[config.mk]
export PLATFORM = sky130hd
export DESIGN_NAME = rom_burst_arbiter
export DESIGN_NICKNAME = d
export VERILOG_FILES = /design/src/rtl/rom_burst_arbiter.sv
export SDC_FILE = /design/constraint.sdc
export NUM_CORES = 1
export LEC_CHECK = 0
export ABC_AREA = 1
export CAP_MARGIN = 20
export CORE_MARGIN = 3
export CORE_UTILIZATION = 36
export DETAILED_ROUTE_END_ITERATION = 8
export GPL_TIMING_DRIVEN = 1
export PLACE_DENSITY_LB_ADDON = 0.05
export SLEW_MARGIN = 10
export SYNTH_ARGS = -nofsm -noshare
export SYNTH_HDL_FRONTEND = slang
export SYNTH_SLANG_ARGS = --single-unit
[constraint.sdc]
create_clock -name clk -period 2 [get_ports clk]
set_clock_uncertainty 0.15 [all_clocks]
set_input_delay 0.2 -clock clk [delete_from_list [all_inputs] [get_ports clk]]
set_output_delay 0.2 -clock clk [all_outputs]
set_load 0.005 [all_outputs]
[src/rtl/rom_burst_arbiter.sv]
// Round-robin arbiter sharing one registered-output ROM between NUM_REQ burst requesters.
// Optional ROM_ARB_BOUND_CHK_EN adds bound_err and rejects bursts that run past the ROM end.
//
// state | meaning
// IDLE  | pick next requester round-robin, accept base/len
// ISSUE | one ROM read per cycle, base..base+len
// DRAIN | let the last read return, then back to IDLE
module rom_burst_arbiter #(
   parameter int NUM_REQ    = 2,
   parameter int ROM_DEPTH  = 256,
   parameter int ADDR_WIDTH = $clog2(ROM_DEPTH),
   parameter int DATA_WIDTH = 8,
   parameter int LEN_WIDTH  = 8
) (
   input  logic                          clk,
   input  logic                          rst,
   input  logic [NUM_REQ-1:0]            req_valid,
   output logic [NUM_REQ-1:0]            req_ready,
   input  logic [NUM_REQ*ADDR_WIDTH-1:0] req_base,
   input  logic [NUM_REQ*LEN_WIDTH-1:0]  req_len,
   output logic                          rom_csen,
   output logic [ADDR_WIDTH-1:0]         rom_addr,
   input  logic [DATA_WIDTH-1:0]         rom_data,
   output logic [NUM_REQ-1:0]            rd_valid,
   output logic [DATA_WIDTH-1:0]         rd_data,
   output logic                          rd_last,
   output logic                          busy
`ifdef ROM_ARB_BOUND_CHK_EN
   ,
   output logic                          bound_err
`endif
);

   localparam int PTR_W = (NUM_REQ > 1) ? $clog2(NUM_REQ) : 1;
   localparam int SEL_W = PTR_W + 1;
   localparam logic [NUM_REQ-1:0] ONE_HOT0 = {{(NUM_REQ-1){1'b0}}, 1'b1};

   localparam logic [1:0] IDLE  = 2'd0;
   localparam logic [1:0] ISSUE = 2'd1;
   localparam logic [1:0] DRAIN = 2'd2;

   logic [1:0]            state_q;
   logic [PTR_W-1:0]      ptr_q;
   logic [PTR_W-1:0]      owner_q;
   logic [ADDR_WIDTH-1:0] addr_q;
   logic [LEN_WIDTH-1:0]  len_q;
   logic [LEN_WIDTH-1:0]  cnt_q;

   logic [PTR_W-1:0]      win_idx;
   logic                  win_found;
   logic [SEL_W-1:0]      cand;
   logic [PTR_W-1:0]      next_ptr;
   logic                  accept;
   logic [ADDR_WIDTH-1:0] sel_base;
   logic [LEN_WIDTH-1:0]  sel_len;
   logic [NUM_REQ-1:0]    owner_oh;

   // First asserted request at or above the pointer, wrapping modulo NUM_REQ.
   always_comb begin
      win_found = 1'b0;
      win_idx   = '0;
      cand      = '0;
      for (int i = 0; i < NUM_REQ; i++) begin
         cand = {1'b0, ptr_q} + SEL_W'(i);
         if (cand >= SEL_W'(NUM_REQ)) begin
            cand = cand - SEL_W'(NUM_REQ);
         end
         if (!win_found && req_valid[cand[PTR_W-1:0]]) begin
            win_found = 1'b1;
            win_idx   = cand[PTR_W-1:0];
         end
      end
   end

   assign accept    = (state_q == IDLE) && win_found && !rst;
   assign req_ready = accept ? (ONE_HOT0 << win_idx) : '0;
   assign sel_base  = req_base[int'(win_idx)*ADDR_WIDTH +: ADDR_WIDTH];
   assign sel_len   = req_len[int'(win_idx)*LEN_WIDTH +: LEN_WIDTH];
   assign next_ptr  = (win_idx == PTR_W'(NUM_REQ-1)) ? '0 : win_idx + PTR_W'(1);
   assign owner_oh  = ONE_HOT0 << owner_q;

   assign rom_csen  = (state_q == ISSUE);
   assign rom_addr  = rom_csen ? addr_q : '0;
   assign busy      = (state_q == ISSUE) || (state_q == DRAIN);
   // ROM output is undefined until its first read, so never pass it through unqualified.
   assign rd_data   = (|rd_valid) ? rom_data : '0;

`ifdef ROM_ARB_BOUND_CHK_EN
   localparam int BW = ((ADDR_WIDTH > LEN_WIDTH) ? ADDR_WIDTH : LEN_WIDTH) + 1;
   logic [BW-1:0] end_addr;
   logic          out_of_range;
   assign end_addr     = BW'(sel_base) + BW'(sel_len);
   assign out_of_range = (end_addr >= BW'(ROM_DEPTH));
`endif

   always_ff @(posedge clk or posedge rst) begin
      if (rst) begin
         state_q   <= IDLE;
         ptr_q     <= '0;
         owner_q   <= '0;
         addr_q    <= '0;
         len_q     <= '0;
         cnt_q     <= '0;
         rd_valid  <= '0;
         rd_last   <= 1'b0;
`ifdef ROM_ARB_BOUND_CHK_EN
         bound_err <= 1'b0;
`endif
      end else begin
         rd_valid  <= rom_csen ? owner_oh : '0;
         rd_last   <= rom_csen && (cnt_q == len_q);
`ifdef ROM_ARB_BOUND_CHK_EN
         bound_err <= 1'b0;
`endif
         case (state_q)
            IDLE: begin
               if (accept) begin
                  owner_q <= win_idx;
                  addr_q  <= sel_base;
                  len_q   <= sel_len;
                  cnt_q   <= '0;
                  ptr_q   <= next_ptr;
`ifdef ROM_ARB_BOUND_CHK_EN
                  if (out_of_range) begin
                     bound_err <= 1'b1;
                  end else begin
                     state_q <= ISSUE;
                  end
`else
                  state_q <= ISSUE;
`endif
               end
            end
            ISSUE: begin
               cnt_q  <= cnt_q + LEN_WIDTH'(1);
               addr_q <= (addr_q == ADDR_WIDTH'(ROM_DEPTH-1)) ? '0 : addr_q + ADDR_WIDTH'(1);
               if (cnt_q == len_q) begin
                  state_q <= DRAIN;
               end
            end
            DRAIN:   state_q <= IDLE;
            default: state_q <= IDLE;
         endcase
      end
   end

endmodule

==> run metrics, run 1 <==
Inst Count DP=440; WL/cell=between 10 and 15 um; Total GRT Usage=0.1646; Die H=around 80 um; simple-gate share of the synthesized area=0.3314; CTS Root Cell=clkbuf_8; Post-Route WL=5149 um; Worst Setup Start Kind=flop; HP Class=primary input to flop; CTS Buffer Depth=2; pre-CTS setup slack=0.05717 ns; area added between synthesis and finish=56.36%; cell area power density=around 1200 nW/um2; WHS Endpoint=len_q[2]; H-tree depth=2; Worst Path Required=approximately 1.7 ns; period utilization=0.9781; vias post-DR=2058; Die X=between 70 and 80 um; CP Cell Sequence=inv_2 > ha_4 > buf_6 > clkdlybuf4s50_1; Setup violations, final=0; Fin. Hold Viols=0; Worst Setup Slack, final=0.04378 ns; Port Buffer Count=66; Post-DP HPWL=3811 um; Yosys cell types=26; vias in the first global route=1788; r2r startpoint=state_q[0]; Synth Area in Compound Gates=0.09478; multiplexer share of the synthesized area=0; Layout Nets=around 440; Diodes inserted=0; Period minus WS final=1.956 ns; slowest CP cell=clkdlybuf4s50_1; Cell Count, Final, Fillers Out=between 400 and 500; initial DRC count=90; Initial Util=0.3779; Die Area=about 6400 um2; share of post-route cells with drive strength above 1=0.1392; Pleak=1.637 nW; first-pass GRT wire length=approximately 8300 um; Syn Nets=between 300 and 400; Yosys warning count=0; worst hold path depth=3; TritonCTS buffer count=5; antenna violations before repair=0; Worst-path clk slew=~0.070 ns; slew of the pin with the lowest slew margin=0.4076 ns; Max-Cap Viols=0; worst rel slew slack=0.7282; top cell type's share of synthesized area=0.3944; # IOs=67; R2R cell count=11; Syn Inst Count=289; Setup crit end kind=output pin; sequential area share after synthesis=0.3944; Max Clk Rate=511.2 MHz; run status=finished, final reports clean; CTS tree=yes; Adder-Cell Fraction of Synth Area=0.03181; area of the core=~5200 um2; Placer Congestion=between 0.7 and 0.8; Post-Synth XOR/XNOR Area=0.03562; peak fanout along the critical path=5; R2R Path End=addr_q[7]; Routed Antenna Nets=0; clk sinks=31; register bit total from synthesis=31; RSZ-0062 raised after global routing=false; Post-Place Cell Area=about 2800 um2; max-slew violations=0; slowest stage delay, CP=about 0.50 ns; hold path start=req_len[10]; fin area=between 3000 and 4000 um2; largest net degree at the start of global routing=32; synth top area cells=dfrtp_1 39%, nand2_1 19%, inv_1 8.6%; data arrival time of the worst path=1.61 ns; Cell Area, Synth=1967 um2; DR DRC count=0; Critical Setup Path Class=flop to output pin; Syn Area/Cell=6.806 um2; clk_lat worst skew=0.28 ns; Peak VDD IR=0.6796 mV; GR Overflow Total=0; combinational family with the most area after synthesis=simple AND/OR/NAND/NOR gates; Row Count=26; Yosys top cell by area=dfrtp_1; DRT Pass-1 Iters=4; R2R setup slack=0.15 ns; detailed-route vias per instance=4.493
==> per-layer routing <==
| metal | vias up | routed length, um | GRT usage |
|---|---|---|---|
| met1 | 908 | 2486 | 0.2299 |
| met5 | - | 0 | 0 |
| met4 | 0 | 34 | 0.03547 |
| met2 | 61 | 2294 | 0.2566 |
| met3 | 4 | 333 | 0.04063 |
| li1 | 1085 | - | - |
==> cell type report <==
| cell class | count | area, um2 |
|---|---|---|
| clock inverters | 2 | 35.03 |
| fillers | 497 | 2130 |
| well taps | 70 | 87.58 |
| multi-input cells | 204 | 1006 |
| inverters | 48 | 180.2 |
| clock buffers | 6 | 82.58 |
| repair buffers | 97 | 908.4 |
| flip-flops and latches | 31 | 775.7 |
==> flip-flops by register name, indices dropped and copies added (netlist names) <==
name	flops
addr_q	8
cnt_q	8
len_q	8
rd_valid	2
state_q	2
owner_q	1
ptr_q	1
rd_last	1
==> per-stage QoR <==
| step | hold slack [ns] | setup TNS [ns] | power, mW | util |
|---|---|---|---|---|
| after floorplan | 0.1699 | 0 | 2.161 | - |
| after global placement | 0.3117 | 0 | 3.006 | 0.5442 |
| after detailed placement | 0.3162 | 0 | 3.022 | 0.5442 |
| after CTS | 0.3114 | -0.03218 | 3.796 | 0.5822 |
| after global routing | 0.3148 | 0 | 4.135 | 0.5909 |
| final | 0.3143 | 0 | 3.806 | 0.5909 |
==> placed cells by master (no fill, tap or decap), types with 6 or more instances in the layout <==
cell type,instances
buf_4,28
clkbuf_8,6
clkdlybuf4s50_1,56
dfrtp_1,31
inv_1,43
nand2_1,96
nand3_1,16
nor2_1,37
o21ai_0,13
xnor2_1,6
==> cells in the mapped netlist, drive strengths merged <==
master / number
nand2: 99
inv: 48
nor2: 38
dfrtp: 31
nand3: 17
o21ai: 17
xnor2: 6
buf: 5
ha: 5
o211ai: 5
nor3: 4
a21oi: 3
a31oi: 3
nand4: 2
xor2: 2
clkbuf: 1
nand3b: 1
o21bai: 1
o31ai: 1
==> worst max-delay path: cells and delay by family, from the launching register on <==
kind / cells / cell delay [ns]
buf+inv: 3 / 0.74
flops: 1 / 0.40
fa+ha+maj: 1 / 0.18
==> how the worst max path moves through the flow <==
stage	slack [ns]	end	depth (start not counted)	from
floorplan	0.06	len_q[0]	7	rst
global placement	0.07	req_ready[0]	6	req_valid[0]
detailed placement	0.06	req_ready[1]	7	req_valid[0]
CTS	-0.03	req_ready[1]	9	state_q[0]
global route	0.002	req_ready[0]	8	state_q[0]
finish	0.04	rom_csen	4	state_q[1]
==> logic make-up (layout without fill, tap and decap cells) <==
kind of cell,after synthesis,count (layout)
buffers and inverters,54,153
and+or+nand+nor,161,161
xor gates and xnor gates,8,8
adders and majority gates,5,5
AOI/OAI and AO/OA,30,30
DFF,31,31
==> report_power, final <==
part / switching, mW / internal (mW) / total [mW]
Combinational: 1.01 / 1.07 / 2.08
Sequential: 0.213 / 0.869 / 1.08
Clock: 0.237 / 0.403 / 0.640
==> repair_timing <==
action | CTS | global route
setup buffers | 6 | 3
endpoints found under the hold margin | 0 | 0
pin swaps | 0 | 1
endpoints found under the setup margin | 11 | 15
resized for setup | 17 | 10
hold buffers | 0 | 0
cloned | 1 | 0
Note: power is estimated with default switching activity, not from simulation.
==> run 2, diff against run 1 <==
--- a/config.mk
+++ b/config.mk
@@ -12,6 +12,7 @@
 export DETAILED_ROUTE_END_ITERATION = 8
 export GPL_TIMING_DRIVEN = 1
 export PLACE_DENSITY_LB_ADDON = 0.05
+export SKIP_LAST_GASP = 1
 export SLEW_MARGIN = 10
 export SYNTH_ARGS = -nofsm -noshare
 export SYNTH_HDL_FRONTEND = slang
==> run metrics, run 2 (same netlist as run 1, synthesis figures left out) <==
run status=finished, violations left; failing checks=setup timing; Worst Path Required=1.65 ns (about the same); Routed Antenna Nets=0 (unchanged); Initial Util=0.3779 (unchanged); first-pass GRT wire length=8383 um (+0.58%); Worst-path clk slew=0.07 ns (about the same); cell area power density=1237 nW/um2 (about the same); period utilization=1.004 (+0.02638); detailed-route vias per instance=4.503 (+0.22%); area added between synthesis and finish=57.51%; fill count=494 (-0.60%); share of post-route cells with drive strength above 1=0.1388 (-0.0003578); Diodes inserted=0 (unchanged); Post-Route WL=5174 um (+0.49%); Total GRT Usage=0.1658 (+0.001184); initial DRC count=92 (+2.2%); Period minus WS final=2.009 ns (+0.05275 ns); GR Overflow Total=0 (unchanged); HP Class=primary input to flop; R2R Path End=addr_q[7]; Row Count=26 (unchanged); Internal=2.365 mW (+1.0%); CTS Buffer Depth=2 (unchanged); total power=3.831 mW (+0.64%); Comb power frac=0.550 (+0.002); Worst Setup Start Kind=flop; Clk pwr share=0.167 (about the same); Placer Congestion=0.7579 (unchanged); slew of the pin with the lowest slew margin=0.4090 ns (+0.001339 ns); TritonCTS buffer count=5 (unchanged); antenna violations before repair=0 (unchanged); Setup crit end kind=output pin; DRT Pass-1 Iters=6 (+2); Psw=1.466 mW (about the same); R2R setup slack=0.14 ns (about the same); # IOs=67 (unchanged); Pleak=1.680 nW (+2.6%); fin area=3098 um2 (+0.73%); Post-DP HPWL=3811 um (unchanged); Layout Nets=437 (+0.23%); Setup violations, final=1 (+1); peak fanout along the critical path=2 (-3); critical path endpoint=req_ready[1]; Max Clk Rate=497.8 MHz (-2.6%); clk sinks=31 (unchanged); WL/cell=11.27 um (+0.27%); Peak VDD IR=0.6667 mV (-1.9%); Port Buffer Count=66 (unchanged); data arrival time of the worst path=1.66 ns (+0.05 ns); CP Cell Sequence=buf_4 > inv_2 > ha_4 > nand2_2 > a21oi_4 > buf_6 > nand2_2 > inv_2 > dlygate4sd2_1; CTS tree=yes; max-slew violations=0 (unchanged); r2r startpoint=state_q[0]; R2R cell count=11 (unchanged); switching share of power=0.3826 (-0.002177); Worst Setup Slack, final=-0.008971 ns (-0.05275 ns); Post-Place Cell Area=2833 um2 (unchanged); Die X=79.92 um (unchanged); vias in the first global route=1804 (+0.89%); Max-Cap Viols=0 (unchanged); Die Area=6386 um2 (unchanged); slowest CP cell=dfrtp_1; most frequent cells in the layout=96 x nand2_1, 56 x clkdlybuf4s50_1, 43 x inv_1, 37 x nor2_1, 31 x dfrtp_1; most common cell after layout, fill and taps aside=nand2_1; area of the core=5205 um2 (unchanged); Fin. Hold Viols=0 (unchanged); top flop regs=addr_q: 8 flops, cnt_q: 8 flops, len_q: 8 flops; slowest stage delay, CP=0.39 ns (-0.11 ns); Crit. Startpoint=state_q[0]; Critical Setup Path Class=flop to output pin; vias post-DR=2067 (+0.44%); H-tree depth=2 (unchanged); largest net degree at the start of global routing=32 (unchanged); DR DRC count=0 (unchanged); worst rel slew slack=0.7274 (-0.0008920); clk_lat worst skew=0.28 ns (about the same); sequential power share=0.283 (about the same); RSZ-0062 raised after global routing=true; CTS Root Cell=clkbuf_8; Die H=79.92 um (unchanged)
-- run 2: changes by cell type in the layout (fill, tap and decap cells not counted), sizes merged --
| cell | change |
|---|---|
| dlymetal6s2s | +3 |
| dlygate4sd2 | -2 |
| buf | +1 |
| clkbuf | -1 |
-- run 2: how the worst min path moves through the flow --
stage                      startpoint    endpoint  slack, ns  cells past startpoint
final                     req_len[10]    len_q[2]       0.31                      3
after global routing      req_len[15]    len_q[7]       0.31                      3
after floorplan           req_len[10]    len_q[2]       0.17                      2
after global placement     state_q[1]  state_q[1]       0.31                      2
after CTS                 req_len[10]    len_q[2]       0.31                      3
after detailed placement   state_q[1]  state_q[1]       0.32                      2
-- run 2: layout make-up --
| class | count | area, um2 | area share |
|---|---|---|---|
| clock buffers | 6 | 82.58 | 0.02666 |
| clock inverters | 2 | 35.03 | 0.01131 |
| inverters | 48 | 180.2 | 0.05816 |
| multi-input cells | 204 | 1006 | 0.3247 |
| flip-flops and latches | 31 | 775.7 | 0.2504 |
| well taps | 70 | 87.58 | 0.02827 |
| repair buffers | 98 | 930.9 | 0.3005 |
-- run 2: power groups by stage --
stage / logic, mW / registers (mW) / clock network, mW
after floorplan: 1.13 / 1.03 / 0
after global placement: 1.93 / 1.08 / 0
after detailed placement: 1.93 / 1.09 / 0
after CTS: 2.08 / 1.08 / 0.653
after global routing: 2.37 / 1.11 / 0.684
final: 2.11 / 1.08 / 0.640
-- run 2: metrics by stage --
| stage | utilization | cells | worst slack [ns] | TNS [ns] | hold slack, ns |
|---|---|---|---|---|---|
| after floorplan | - | 289 | 0.06323 | 0 | 0.1699 |
| after global placement | 0.5442 | 440 | 0.07264 | 0 | 0.3117 |
| after detailed placement | 0.5442 | 440 | 0.05717 | 0 | 0.3162 |
| after CTS | 0.5822 | 455 | -0.03742 | -0.06577 | 0.3114 |
| after global routing | 0.5952 | 459 | -0.07580 | -0.07580 | 0.3148 |
| final | 0.5952 | 459 | -0.008971 | -0.008971 | 0.3143 |
-- run 2: what timing repair did --
item                                    4_1_cts  5_1_grt
hold buffers                                  0        0
endpoints found under the setup margin       11       18
pin swaps                                     0        1
cloned                                        1        0
resized for setup                            13       12
buffers inserted                              6        4
-- run 2: per-layer routing --
layer	GRT usage	routed length (um)	vias to the layer above
met1	0.2299	2483	912
met2	0.2583	2299	62
met5	0	0	-
li1	-	-	1087
met4	0.04054	50	0
met3	0.04063	341	6
-- run 2: critical path, delay by kind of cell, from the launching register on --
kind	cells	cell delay, ns
adders and majority gates	1	0.14
buffers and inverters	5	0.60
AOI/OAI and AO/OA	1	0.13
and+or+nand+nor	2	0.11
DFF	1	0.39
